File: config.mk
export PLATFORM = sky130hd
export DESIGN_NAME = axi_cache_refill_master
export DESIGN_NICKNAME = d
export VERILOG_FILES = /design/src/rtl/axi_cache_refill_master.sv
export SDC_FILE = /design/constraint.sdc
export NUM_CORES = 1
export LEC_CHECK = 0
export CORE_MARGIN = 1
export CORE_UTILIZATION = 38
export CTS_CLUSTER_SIZE = 10
export DETAILED_ROUTE_END_ITERATION = 10
export PLACE_DENSITY = 0.67
export SYNTH_ARGS = -nofsm -noshare
export SYNTH_HDL_FRONTEND = slang
export SYNTH_SLANG_ARGS = --single-unit
File: constraint.sdc
create_clock -name clk -period 4.21 [get_ports clk]
set_input_delay 1.0525 -clock clk [delete_from_list [all_inputs] [get_ports clk]]
set_output_delay 1.0525 -clock clk [all_outputs]
set_load 0.005 [all_outputs]
File: src/rtl/axi_cache_refill_master.sv
// Cache-line refill master: bus request, a single AXI read burst per line, then the line is returned with a done pulse.
// Optional build macro CRITICAL_WORD_FIRST_EN: WRAP burst from the missed word, plus crit_valid/crit_data outputs.
module axi_cache_refill_master #(
    parameter int         LINE_WORDS = 8,
    parameter logic [3:0] ARID_VAL   = 4'h0
) (
    input  logic                     clk,
    input  logic                     rst,
    input  logic                     miss_valid,
    input  logic [31:0]              miss_addr,
    output logic                     miss_ready,
    output logic                     refill_done,
    output logic [32*LINE_WORDS-1:0] refill_line,
    output logic                     refill_err,
`ifdef CRITICAL_WORD_FIRST_EN
    output logic                     crit_valid,
    output logic [31:0]              crit_data,
`endif
    output logic                     req,
    input  logic                     grnt,
    output logic [3:0]               arid,
    output logic [31:0]              araddr,
    output logic [3:0]               arlen,
    output logic [2:0]               arsize,
    output logic [1:0]               arburst,
    output logic [1:0]               arlock,
    output logic [3:0]               arcache,
    output logic [2:0]               arprot,
    output logic                     arvalid,
    input  logic                     arready,
    input  logic [3:0]               rid,
    input  logic [31:0]              rdata,
    input  logic [1:0]               rresp,
    input  logic                     rlast,
    input  logic                     rvalid,
    output logic                     rready
);

    localparam int OFF_W  = $clog2(LINE_WORDS * 4);
    localparam int WORD_W = $clog2(LINE_WORDS);
    localparam int CNT_W  = WORD_W + 1;

    localparam logic [CNT_W-1:0] FULL_CNT = CNT_W'(LINE_WORDS);
    localparam logic [CNT_W-1:0] LAST_CNT = CNT_W'(LINE_WORDS - 1);

    localparam logic [2:0] S_IDLE = 3'd0;
    localparam logic [2:0] S_REQ  = 3'd1;
    localparam logic [2:0] S_ADDR = 3'd2;
    localparam logic [2:0] S_DATA = 3'd3;
    localparam logic [2:0] S_DONE = 3'd4;

    logic [2:0]              r_state;
    logic [31:0]             r_addr;
    logic [CNT_W-1:0]        r_cnt;
    logic                    r_err;
    logic [32*LINE_WORDS-1:0] r_line;

    logic [WORD_W-1:0]       w_start;
    logic [WORD_W-1:0]       w_slot;
    logic                    w_beat;
    logic                    w_unused;

`ifdef CRITICAL_WORD_FIRST_EN
    assign w_start  = r_addr[OFF_W-1:2];
    assign araddr   = {r_addr[31:2], 2'b00};
    assign arburst  = 2'b10;
    assign w_unused = ^{rid, r_addr[1:0]};
`else
    assign w_start  = '0;
    assign araddr   = {r_addr[31:OFF_W], OFF_W'(0)};
    assign arburst  = 2'b01;
    assign w_unused = ^{rid, r_addr[OFF_W-1:0]};
`endif

    // Slot index wraps naturally through the WORD_W-bit truncation.
    assign w_slot = w_start + r_cnt[WORD_W-1:0];
    assign w_beat = (r_state == S_DATA) && rvalid;

    always_ff @(posedge clk) begin
        if (rst) begin
            r_state <= S_IDLE;
            r_addr  <= '0;
            r_cnt   <= '0;
            r_err   <= 1'b0;
            r_line  <= '0;
        end else begin
            case (r_state)
                S_IDLE: begin
                    if (miss_valid) begin
                        r_addr  <= miss_addr;
                        r_err   <= 1'b0;
                        r_cnt   <= '0;
                        r_state <= S_REQ;
                    end
                end
                S_REQ: begin
                    if (grnt) r_state <= S_ADDR;
                end
                S_ADDR: begin
                    if (arready) r_state <= S_DATA;
                end
                S_DATA: begin
                    if (w_beat) begin
                        if (r_cnt != FULL_CNT) begin
                            r_line[w_slot*32 +: 32] <= rdata;
                            r_cnt                   <= r_cnt + 1'b1;
                        end else begin
                            r_err <= 1'b1;
                        end
                        if (rresp != 2'b00) r_err <= 1'b1;
                        // rlast must coincide with the final slot; anything else is a length mismatch.
                        if (rlast) begin
                            if (r_cnt != LAST_CNT) r_err <= 1'b1;
                            r_state <= S_DONE;
                        end
                    end
                end
                S_DONE: begin
                    r_state <= S_IDLE;
                end
                default: r_state <= S_IDLE;
            endcase
        end
    end

    assign miss_ready  = (r_state == S_IDLE);
    assign req         = (r_state == S_REQ) || (r_state == S_ADDR) || (r_state == S_DATA);
    assign arvalid     = (r_state == S_ADDR);
    assign rready      = (r_state == S_DATA);
    assign refill_done = (r_state == S_DONE);
    assign refill_err  = (r_state == S_DONE) && r_err;
    assign refill_line = r_line;

    assign arid    = ARID_VAL;
    assign arlen   = 4'(LINE_WORDS - 1);
    assign arsize  = 3'b010;
    assign arlock  = 2'b00;
    assign arcache = 4'b0000;
    assign arprot  = 3'b000;

`ifdef CRITICAL_WORD_FIRST_EN
    assign crit_valid = w_beat && (r_cnt == '0);
    assign crit_data  = rdata;
`endif

endmodule

==> results.json, run 1 <==
{
  "holdCritStartpoint": "r_addr[23]",
  "clock.fmax_ghz": 0.326,
  "area_delta_synth_final_pct": 40.4,
  "hold_end": "r_addr[23]",
  "drt-pass1-iter-count": 4,
  "nets": 1609,
  "cts_sinks": 291,
  "tns_ns": 0,
  "min_path_type": "flip-flop to flip-flop",
  "critPathKind": "flip-flop to flip-flop",
  "r2r_end": "refill_line[36]",
  "rows": 63,
  "r2r_cells": 7,
  "slew_headroom_pct": 21.7,
  "end_kind": "flip-flop",
  "ys_ff_latch": 291,
  "finalMaxSlewViolations": 0,
  "numCtsBuffers": 35,
  "grt_overflow": 0,
  "maxCapViolations": 0,
  "post_cts_buffers": 0,
  "grt_busiest_layer": "met2",
  "worst_setup_path_start_kind": "flip-flop",
  "stdcell_count": 1926,
  "period_share_pct": 72.8,
  "viasPerCell": 4.78,
  "peakVddDrop_mv": 0.304,
  "io_buffers": 356,
  "grt_pass1_vias": 8738,
  "io_pins": 393,
  "synth_edf_count": 0,
  "htree_num_levels": 2,
  "grtUsageTotal_pct": 21.7,
  "hold_depth": 2,
  "synth_warnings": 0,
  "ctsResizeCount": 0,
  "status": "finished, final reports clean",
  "worst_pin_slew_ns": 1.18,
  "cts_tree": "done",
  "avgSynthCellArea_sq_um": 9.50,
  "clk_pin_slew_ns": 0.05,
  "grt_pass1_wl_microns": 51800,
  "ys.flop_type": "dfxtp_1",
  "power_density_nw_per_um2": 357,
  "synth_area_sq_um": 11400,
  "initial_utilization_pct": 38.6,
  "setup_viol": 0,
  "antenna_found_initial": 0,
  "dp.cells": 1882,
  "grt_use_met1_pct": 29.9,
  "cts-root-buf": "clkbuf_16",
  "die-area_sq_um": 30800,
  "cts_buffer_depth": 3,
  "grt_util_met2_pct": 33.3,
  "reg2reg_slack_ns": 1.14,
  "grt_start_max_net_pins": 178,
  "crit_fanout": 10,
  "worstReg2RegStart": "r_cnt[0]",
  "arrival_ns": 3.40,
  "num_vias": 9203,
  "postCtsHoldBufs": 0,
  "rsz0062_at_grt": "no",
  "core_sq_um": 29600,
  "drc": 0,
  "chipWidth_microns": 176,
  "final_hold_viol_count": 0,
  "clock_skew_ns": 0.0113,
  "diodes": 0,
  "async_reset_ff_share_pct": 0,
  "yosysUniqueCellTypes": 48,
  "use_met3_pct": 5.04,
  "drive_gt1_share_pct": 6.25,
  "routed_wirelength_microns": 34100,
  "die_y_microns": 176,
  "wl_per_cell_microns": 17.7,
  "leakagePower_nw": 6.18,
  "drt-initial-drc-count": 432,
  "yosysSeqAreaShare_pct": 50.9,
  "clk_latency_ns": 0.49,
  "synthesis.instances": 1205,
  "antenna_left": 0,
  "place_congestion": 0.822,
  "period_needed_ns": 3.07,
  "hpwl_microns": 24000,
  "whs_ns": 0.452,
  "cp.required_ns": 4.55
}
-- cell usage after synthesis, types with 3 or more instances --
cell | number | share of area, %
nand2_1 | 261 | 8.6
mux2i_1 | 162 | 14
a21oi_2 | 30 | 2.3
ha_1 | 3 | 0.33
a21oi_1 | 95 | 4.2
nor3_1 | 6 | 0.26
inv_1 | 4 | 0.13
buf_6 | 12 | 1.2
dfxtp_1 | 291 | 51
clkbuf_1 | 48 | 1.6
buf_4 | 34 | 2.2
nand2b_1 | 162 | 8.9
buf_2 | 13 | 0.57
nor2_1 | 40 | 1.3
-- logic make-up (layout without fill, tap and decap cells) --
| family | count (synthesis) | after routing | synth area share [%] |
|---|---|---|---|
| AOI/OAI and AO/OA | 138 | 138 | 7.87 |
| xor gates and xnor gates | 3 | 3 | 0.230 |
| adders and majority gates | 3 | 3 | 0.328 |
| buffers and inverters | 113 | 419 | 5.75 |
| DFF | 291 | 291 | 50.9 |
| muxes | 162 | 162 | 14.2 |
| other | 2 | 27 | 0.0656 |
| and+or+nand+nor | 493 | 493 | 20.7 |
-- registers in the layout (all words and copies together), names as in the netlist --
register	count
refill_line	256
r_addr	27
r_cnt	4
r_state	3
r_err	1
-- where the power goes --
part / switching [W] / internal [W]
registers: 0.0000157 / 0.00278
clock network: 0.00106 / 0.00156
logic: 0.000174 / 0.000151
total: 0.00125 / 0.00449
-- how the worst max path moves through the flow --
stage,startpoint,endpoint,depth (start not counted)
2_1_floorplan,rst,refill_line[243],5
3_3_place_gp,rvalid,refill_line[86],6
3_5_place_dp,rvalid,refill_line[65],6
4_1_cts,r_cnt[0],refill_line[232],6
5_1_grt,r_cnt[0],refill_line[231],6
6_report,r_cnt[0],refill_line[36],7
-- worst max-delay path, stage by stage, from the launching register on --
cell      delay [ns]
dfxtp_1         0.58
inv_1           0.22
ha_1            0.34
or3_1           0.50
a211oi_4        0.67
buf_4           0.34
mux2i_1         0.20
nor2_1          0.05
-- layout by cell type, fill, tap and decap left out, types with 2 or more instances in the layout --
cell and n:
a2111oi_0 2, a211oi_4 2, a21oi_1 95, a21oi_2 30, and2_1 2, buf_12 2, buf_4 13, clkbuf_1 6
clkbuf_16 37, clkdlybuf4s50_1 355, conb_1 27, dfxtp_1 291, ha_1 3, inv_1 4, mux2i_1 162, nand2_1 260
nand2b_1 162, nand3_1 2, nand3b_1 2, nor2_1 40, nor2b_1 2, nor3_1 6, o2111ai_4 2, o21ai_0 2
xnor2_1 2
-- final cells by class --
type,count,area (sq um)
Clock buffer,43,948
Clock inverter,1,5.00
Fill cell,2704,13600
Multi-Input combinational cell,826,5090
Sequential cell,291,5830
Timing Repair Buffer,371,3710
Inverter,4,15.0
Tap cell,390,488
-- through the flow --
stage                     instance area (sq um)  total power [W]  setup WS (ns)  util (%)
after floorplan                           11500          0.00301           1.77         -
after global placement                    15100          0.00317          0.841      51.0
after detailed placement                  15100          0.00318          0.824      51.0
after CTS                                 16100          0.00582           1.12      54.2
after global routing                      16100          0.00596          0.868      54.2
final                                     16100          0.00574           1.14      54.2
-- layer usage --
layer | wire length, microns | vias to the layer above
li1 | - | 4519
met1 | 15800 | 4363
met2 | 15400 | 262
met3 | 1950 | 59
met4 | 991 | 0
met5 | 0 | -
Power figures use the tool's default switching activity.
==> run 2: changes to the inputs <==
Settings changed: PLACE_DENSITY 0.67 to 0.7.
Clock period 4.21 ns to 2.8 ns, I/O delays scaled along.
==> run 2 against run 1 <==
  * Core utilization is 0.89 points higher
  * Critical path type is now flip-flop to primary output
  * Highest routed layer unchanged
  * Die area unchanged
  * Clock skew up 0.0073 ns
  * Global-route usage shrank 0.28 points
  * Clock-buffer cell count increased by 3
  * Register-to-register slack worse by 0.70 ns
  * Wire length is 0.38% lower
  * Sequential power is 51% higher
==> results.json, run 2 (synthesis results as in run 1) <==
{
  "final_util_pct": 55.1,
  "io_pins": 393,
  "grt_overflow": 0,
  "clk_pin_slew_ns": 0.06,
  "rsz0062_at_grt": "no",
  "cts_sinks": 291,
  "min_path_type": "flip-flop to flip-flop",
  "cp.depth": 3,
  "critPathKind": "flip-flop to primary output",
  "grt_busiest_layer": "met2",
  "core_sq_um": 29600,
  "final_hold_viol_count": 0,
  "routed_wirelength_microns": 34000,
  "clk_latency_ns": 0.51,
  "path_delay_family": "buffers and inverters",
  "die-area_sq_um": 30800,
  "leakagePower_nw": 6.31,
  "final_cell_mix": "clkdlybuf4s50_1 (355), dfxtp_1 (291), nand2_1 (260)",
  "antenna_found_initial": 0,
  "drt-pass1-iter-count": 5,
  "slew_headroom_pct": 53.5,
  "dp.cells": 1892,
  "area_delta_synth_final_pct": 42.7,
  "numCtsBuffers": 36,
  "power_density_nw_per_um2": 545,
  "use_met3_pct": 5.15,
  "initial_utilization_pct": 38.6,
  "crit_fanout": 10,
  "num_vias": 9303,
  "wl_per_cell_microns": 17.5,
  "worst_setup_path_start_kind": "flip-flop",
  "period_share_pct": 93.2,
  "htree_num_levels": 2,
  "final_common_cell": "clkdlybuf4s50_1",
  "viasPerCell": 4.79,
  "path_common_cell": "nor2_1",
  "hpwl_microns": 24100,
  "r2r_cells": 7,
  "drive_gt1_share_pct": 7.22,
  "tns_ns": 0,
  "die_y_microns": 176,
  "worst_pin_slew_ns": 0.695,
  "path_cells": "nor2_1 > nor2_1 > clkdlybuf4s50_1",
  "cts_tree": "done",
  "cp.required_ns": 2.10,
  "status": "finished, final reports clean",
  "grt_use_met1_pct": 28.9,
  "arrival_ns": 1.91,
  "post_cts_buffers": 0,
  "io_buffers": 356,
  "cts_buffer_depth": 3,
  "peakVddDrop_mv": 0.420,
  "grt_pass1_wl_microns": 51700,
  "antenna_left": 0,
  "nets": 1620,
  "chipWidth_microns": 176,
  "maxCapViolations": 0,
  "path_buf_inv": 1,
  "period_needed_ns": 2.61,
  "grt_util_met2_pct": 34.0,
  "clock.fmax_ghz": 0.383,
  "drt-initial-drc-count": 429,
  "postCtsHoldBufs": 0,
  "cts-root-buf": "clkbuf_16",
  "clock_skew_ns": 0.0186,
  "grtUsageTotal_pct": 21.4,
  "rows": 63,
  "critical-path-max-stage-delay_ns": 0.55,
  "pre_cts_ws_ns": 0.211,
  "drc": 0,
  "stdcell_count": 1942,
  "hold_depth": 2,
  "end_kind": "primary output",
  "place_congestion": 0.799,
  "grt_pass1_vias": 8858,
  "slowest_stage": "clkdlybuf4s50_1",
  "finalMaxSlewViolations": 0,
  "setup_viol": 0,
  "diodes": 0,
  "grt_start_max_net_pins": 107,
  "worst_slack_ns": 0.190,
  "ctsResizeCount": 0,
  "largest_reg_flops": 256
}
## run 2: final cells by class
type / count / area (sq um)
Multi-Input combinational cell: 826 / 5090
Clock buffer: 46 / 990
Inverter: 4 / 15.0
Sequential cell: 291 / 5830
Timing Repair Buffer: 381 / 3880
Tap cell: 390 / 488
Fill cell: 2696 / 13300
Clock inverter: 4 / 52.6
## run 2: per-stage QoR
stage	area (sq um)	hold WS (ns)	power, W
2_1_floorplan	11500	0.451	0.00453
5_1_grt	16300	0.466	0.00923
3_5_place_dp	15300	0.445	0.00479
6_report	16300	0.451	0.00890
4_1_cts	16300	0.453	0.00900
3_3_place_gp	15300	0.441	0.00478
## run 2: worst register-to-register path: cells and delay by family (launching register included)
kind | cells | cell delay, ns
buffers and inverters | 2 | 0.35
muxes | 1 | 0.24
DFF | 1 | 0.42
and+or+nand+nor | 2 | 0.55
AOI/OAI and AO/OA | 1 | 0.40
adders and majority gates | 1 | 0.28
## run 2: per-layer routing
layer / part of all wire [%] / vias up
li1: - / 4547
met1: 46 / 4435
met2: 46 / 276
met3: 6.3 / 45
met4: 2.1 / 0
met5: 0 / -
## run 2: final timing paths
check                  start              end  slack, ns
setup / recovery  r_state[1]              req       0.19
hold / removal    r_addr[24]       r_addr[24]       0.45
setup reg to reg    r_cnt[1]  refill_line[54]       0.44
hold reg to reg   r_addr[24]       r_addr[24]       0.45
## run 2: where the power goes
part / internal [W] / switching, W
sequential: 0.00418 / 0.0000231
clock: 0.00255 / 0.00165
combinational: 0.000235 / 0.000267
